--- config.mk ---
export PLATFORM = sky130hd
export DESIGN_NAME = apb_requester
export DESIGN_NICKNAME = d
export VERILOG_FILES = /design/src/rtl/apb_requester_pkg.sv /design/src/rtl/apb_requester_timer.sv /design/src/rtl/apb_requester.sv
export SDC_FILE = /design/constraint.sdc
export NUM_CORES = 1
export LEC_CHECK = 0
export CORE_ASPECT_RATIO = 1.75
export CORE_MARGIN = 5
export CORE_UTILIZATION = 39
export CTS_BUF_LIST = sky130_fd_sc_hd__clkbuf_16
export DETAILED_ROUTE_END_ITERATION = 7
export PLACE_DENSITY = 0.79
export REMOVE_ABC_BUFFERS = 1
export SYNTH_ARGS = -nofsm -noshare
export SYNTH_HDL_FRONTEND = slang
export SYNTH_SLANG_ARGS = --single-unit
--- constraint.sdc ---
create_clock -name clk -period 1.8 [get_ports clk]
set_input_delay 0.36 -clock clk [delete_from_list [all_inputs] [get_ports clk]]
set_output_delay 0.36 -clock clk [all_outputs]
set_load 0.02 [all_outputs]
--- src/rtl/apb_requester_pkg.sv ---
// Shared types and default widths for the APB requester.
package apb_requester_pkg;

  typedef enum logic [1:0] {
    IDLE   = 2'd0,
    SETUP  = 2'd1,
    ACCESS = 2'd2,
    RESP   = 2'd3
  } apb_state_t;

  localparam int DEFAULT_AW = 20;
  localparam int DEFAULT_DW = 16;

endpackage

--- src/rtl/apb_requester_timer.sv ---
// Counts consecutive stalled ACCESS cycles; expired pulses on the last allowed one.
module apb_requester_timer #(
  parameter int CYCLES = 255
) (
  input  logic clk,
  input  logic reset_n,
  input  logic enable,
  input  logic clear,
  output logic expired
);

  localparam int CW = $clog2(CYCLES + 1);

  logic [CW-1:0] count;

  always_ff @(posedge clk or negedge reset_n) begin
    if (!reset_n) begin
      count <= '0;
    end else if (clear) begin
      count <= '0;
    end else if (enable) begin
      count <= count + 1'b1;
    end
  end

  // Fires during the CYCLES-th stalled cycle so the FSM leaves ACCESS on that edge.
  assign expired = enable && (count == CW'(CYCLES - 1));

endmodule

--- src/rtl/apb_requester.sv ---
// APB requester: one command in, one APB transfer out, one response back.
// Optional ACCESS watchdog enabled by defining APB_REQUESTER_TIMEOUT_EN.
module apb_requester
  import apb_requester_pkg::*;
#(
  parameter int AW             = DEFAULT_AW,
  parameter int DW             = DEFAULT_DW,
  parameter int TIMEOUT_CYCLES = 255
) (
  input  logic            clk,
  input  logic            reset_n,
  input  logic            cmd_valid,
  output logic            cmd_ready,
  input  logic            cmd_write,
  input  logic            cmd_sel,
  input  logic [AW-1:0]   cmd_addr,
  input  logic [DW-1:0]   cmd_wdata,
  input  logic [DW/8-1:0] cmd_strb,
  output logic            rsp_valid,
  input  logic            rsp_ready,
  output logic [DW-1:0]   rsp_rdata,
  output logic            rsp_err,
  output logic [1:0]      psel,
  output logic            penable,
  output logic [AW-1:0]   paddr,
  output logic [DW-1:0]   pwdata,
  output logic            pwrite,
  output logic [DW/8-1:0] pstrb,
  input  logic [DW-1:0]   prdata,
  input  logic            pready,
  input  logic            pslverr
);

  apb_state_t state, state_next;

  logic            sel_q;
  logic            write_q;
  logic [AW-1:0]   addr_q;
  logic [DW-1:0]   wdata_q;
  logic [DW/8-1:0] strb_q;
  logic [DW-1:0]   rdata_q;
  logic            err_q;
  logic            timeout;

`ifdef APB_REQUESTER_TIMEOUT_EN
  apb_requester_timer #(
    .CYCLES (TIMEOUT_CYCLES)
  ) u_timer (
    .clk     (clk),
    .reset_n (reset_n),
    .enable  (state == ACCESS && !pready),
    .clear   (state != ACCESS),
    .expired (timeout)
  );
`else
  assign timeout = 1'b0;
`endif

  always_ff @(posedge clk or negedge reset_n) begin
    if (!reset_n) begin
      state <= IDLE;
    end else begin
      state <= state_next;
    end
  end

  always_comb begin
    state_next = state;
    cmd_ready  = 1'b0;
    rsp_valid  = 1'b0;
    psel       = 2'b00;
    penable    = 1'b0;
    case (state)
      IDLE: begin
        cmd_ready = 1'b1;
        if (cmd_valid) state_next = SETUP;
      end
      SETUP: begin
        psel       = sel_q ? 2'b10 : 2'b01;
        state_next = ACCESS;
      end
      ACCESS: begin
        psel    = sel_q ? 2'b10 : 2'b01;
        penable = 1'b1;
        if (pready || timeout) state_next = RESP;
      end
      RESP: begin
        rsp_valid = 1'b1;
        if (rsp_ready) state_next = IDLE;
      end
      default: state_next = IDLE;
    endcase
  end

  // Write data and strobes are zeroed at capture so reads never drive them.
  always_ff @(posedge clk or negedge reset_n) begin
    if (!reset_n) begin
      sel_q   <= 1'b0;
      write_q <= 1'b0;
      addr_q  <= '0;
      wdata_q <= '0;
      strb_q  <= '0;
      rdata_q <= '0;
      err_q   <= 1'b0;
    end else begin
      if (state == IDLE && cmd_valid) begin
        sel_q   <= cmd_sel;
        write_q <= cmd_write;
        addr_q  <= cmd_addr;
        wdata_q <= cmd_write ? cmd_wdata : '0;
        strb_q  <= cmd_write ? cmd_strb : '0;
      end
      if (state == ACCESS) begin
        if (pready) begin
          rdata_q <= write_q ? '0 : prdata;
          err_q   <= pslverr;
        end else if (timeout) begin
          rdata_q <= '0;
          err_q   <= 1'b1;
        end
      end
    end
  end

  assign paddr     = addr_q;
  assign pwrite    = write_q;
  assign pwdata    = wdata_q;
  assign pstrb     = strb_q;
  assign rsp_rdata = rdata_q;
  assign rsp_err   = err_q;

endmodule

==> impl_metrics.py <==
metrics = {
    "worst_setup_path": {
        "worstPathArrival_ns": 1.37,
        "critPathKind": "reg2out",
        "ff2ff_path_depth": 5,
        "path_max_fanout": 4,
        "cp-startpoint": "state[0]$_DFFE_PN0P_",
        "required_ns": 1.44,
        "reg2reg_from": "state[0]$_DFFE_PN0P_",
        "crit_path_start_kind": "flip-flop",
        "end_kind": "output pin",
    },
    "sta": {
        "timing.fmax_mhz": 579,
        "whs_ns": 0.0334,
        "finalSetupViolCount": 0,
        "min_period_ns": 1.73,
        "rsz0062_at_grt": "no",
        "finalHoldViolCount": 0,
        "tightest_slew_ns": 0.574,
        "fin_worst_skew_ns": 0.00451,
        "maxSlewHeadroom": 0.617,
        "post-route-period-util": 0.959,
        "fin_ws_ns": 0.0731,
        "slew_viol_final": 0,
    },
    "die": {
        "core_mm2": 0.00588,
        "die_y_um": 113,
        "dieArea_mm2": 0.00778,
        "rows": 37,
        "initial_core_util": 0.402,
        "ios": 123,
        "die_w_um": 68.9,
    },
    "yosys": {
        "synth-seq-cells": 59,
        "synth.avg_cell_area_um2": 11.2,
        "async_flop_share": 1.00,
        "synth_top_area_share": 0.624,
        "yosys.area.top_type": "dfrtp_1",
        "syn_inst": 212,
        "ys_warn_count": 0,
        "synth.most_common_cell": "dfrtp_1",
        "synth_top_cells_by_area": "dfrtp_1 62%, mux2_2 11%, nand2_1 8.6%",
        "mappedNetlistArea_mm2": 0.00236,
        "synth_edf_count": 0,
        "synth_cell_types": 15,
        "synth-seq-area-share": 0.624,
        "yosys_most_used_dff": "dfrtp_1",
        "netlist_top_cells_count": "59 x dfrtp_1, 54 x nand2_1, 34 x o21ai_0",
    },
    "clock_tree": {
        "cts_tree": "done",
        "cts_sinks": 59,
        "cts_buffers": 9,
        "root_buffer": "clkbuf_16",
        "postCtsHoldBufs": 0,
        "post_cts_buffers": 0,
        "clock_latency_ns": 0.32,
        "htreeDepth": 3,
        "clkSlewWorstSetupHoldPaths_ns": 0.05,
        "clock_path_buffers": 2,
    },
    "route": {
        "postRouteAntennaNets": 0,
        "drt-total-wl_mm": 6.16,
        "vias": 1933,
        "via_per_inst": 4.54,
        "drtIter0Drc": 57,
        "dr.pass1.iters": 4,
        "drcViolationCount": 0,
        "post_drt_wl_per_cell_um": 14.5,
    },
    "grt": {
        "grt_overflow": 0,
        "track_usage": 0.173,
        "grt_pass1_wl_mm": 9.89,
        "grt_pass1_vias": 2067,
        "antenna_found_initial": 0,
        "grt_max_degree": 34,
    },
    "placed_design": {
        "numPortBuffers": 122,
        "hpwl_mm": 4.75,
        "gp_congestion": 0.781,
        "placedCellCount": 410,
        "pre_cts_ws_ns": 0.00334,
    },
    "power_and_ir_drop": {
        "worst_ir_drop_vdd_mv": 1.02,
        "leakagePower_uw": 0.00177,
        "power.density_mw_per_mm2": 1800,
    },
    "final_layout": {
        "nFillCells": 478,
        "fin_cells": 426,
        "drive_above_1_share": 0.138,
        "fin_nets": 408,
        "num_antenna_cells": 0,
        "syn_to_final_growth_pct": 68.7,
    },
    "outcome": {
        "status": "finished clean",
    },
    "flow_run": {
        "max_cap_violations": 0,
    },
    "worst_hold_path": {
        "min_path_type": "in2async",
    },
}
-- path summary, 6_finish.rpt --
kind	to	slack (ns)
min reg2reg	rsp_rdata[14]$_DFFE_PN0P_	0.48
max in group asynchronous	paddr[6]$_DFFE_PN0P_	1.18
max reg2reg	state[1]$_DFFE_PN0P_	0.13
min	rsp_rdata[0]$_DFFE_PN0P_	0.03
min in group clk	rsp_rdata[14]$_DFFE_PN0P_	0.48
max	cmd_ready	0.07
-- state kept, by name, summed over array words and instances (netlist names) --
name,count
state,2
rsp_rdata,16
paddr,20
pwdata,16
pwrite,1
pstrb,2
rsp_err,1
sel_q,1
-- per-stage QoR --
| stage | total power [uW] | area, um2 | util | TNS [ns] |
|---|---|---|---|---|
| after floorplan | 3980 | 2310 | - | -14.85 |
| after global placement | 5790 | 3750 | 0.638 | 0 |
| after detailed placement | 5890 | 3750 | 0.638 | 0 |
| after CTS | 7310 | 3990 | 0.679 | 0 |
| after global routing | 7660 | 3990 | 0.678 | 0 |
| final | 7190 | 3990 | 0.678 | 0 |
-- power by group --
part / leakage (uW) / internal [uW] / switching [uW]
combinational: 0.000910 / 1790 / 1730
sequential: 0.000733 / 1950 / 293
clock: 0.000132 / 895 / 539
-- cells in the final DEF (no fill, tap or decap), drive strengths merged --
master         netlist  final
clkbuf               6     10
buf                  6     13
a222oi               1      1
dfrtp               59     59
mux2                24     24
nand2b              16     16
nor2                 1      1
dlygate4sd2          0      2
inv                  5      7
clkinv               0      5
nor2b                1      1
nand2               54     54
o21ai               34     34
ha                   3      3
and2                 1      1
mux2i                1      1
clkdlybuf4s50        0    116
-- metal layers --
| metal | up-vias | share of wire | global-route usage |
|---|---|---|---|
| met5 | - | 0 | 0 |
| met4 | 0 | 0.020 | 0.0794 |
| met3 | 11 | 0.091 | 0.0715 |
| met2 | 82 | 0.54 | 0.284 |
| met1 | 883 | 0.35 | 0.188 |
| li1 | 957 | - | - |
-- critical path, stage by stage, from the launching register on --
cell,delay [ns]
dfrtp_1,0.38
inv_1,0.08
ha_1,0.23
dlygate4sd2_1,0.36
-- layout make-up --
type,count,area [um2],share of cell area
timing repair buffer,132,1320,0.332
inverter,5,18.8,0.00471
clock inverter,7,27.5,0.00690
multi-input combinational,136,820,0.205
sequential,59,1480,0.370
tap,78,97.6,0.0245
clock buffer,9,225,0.0565
-- timing repair --
item,4_1_cts,5_1_grt
endpoints found under the setup margin,5,1
hold endpoints to repair,0,0
resized for setup,12,1
-- kinds of logic (layout without fill, tap and decap cells) --
group | after synthesis | after routing | synth area share
and+or+nand+nor | 73 | 73 | 0.135
adders and majority gates | 3 | 3 | 0.0159
muxes | 25 | 25 | 0.119
DFF | 59 | 59 | 0.624
AOI/OAI and AO/OA | 35 | 35 | 0.0762
buffers and inverters | 17 | 153 | 0.0302
No activity file was read; power rests on OpenSTA's default activity.
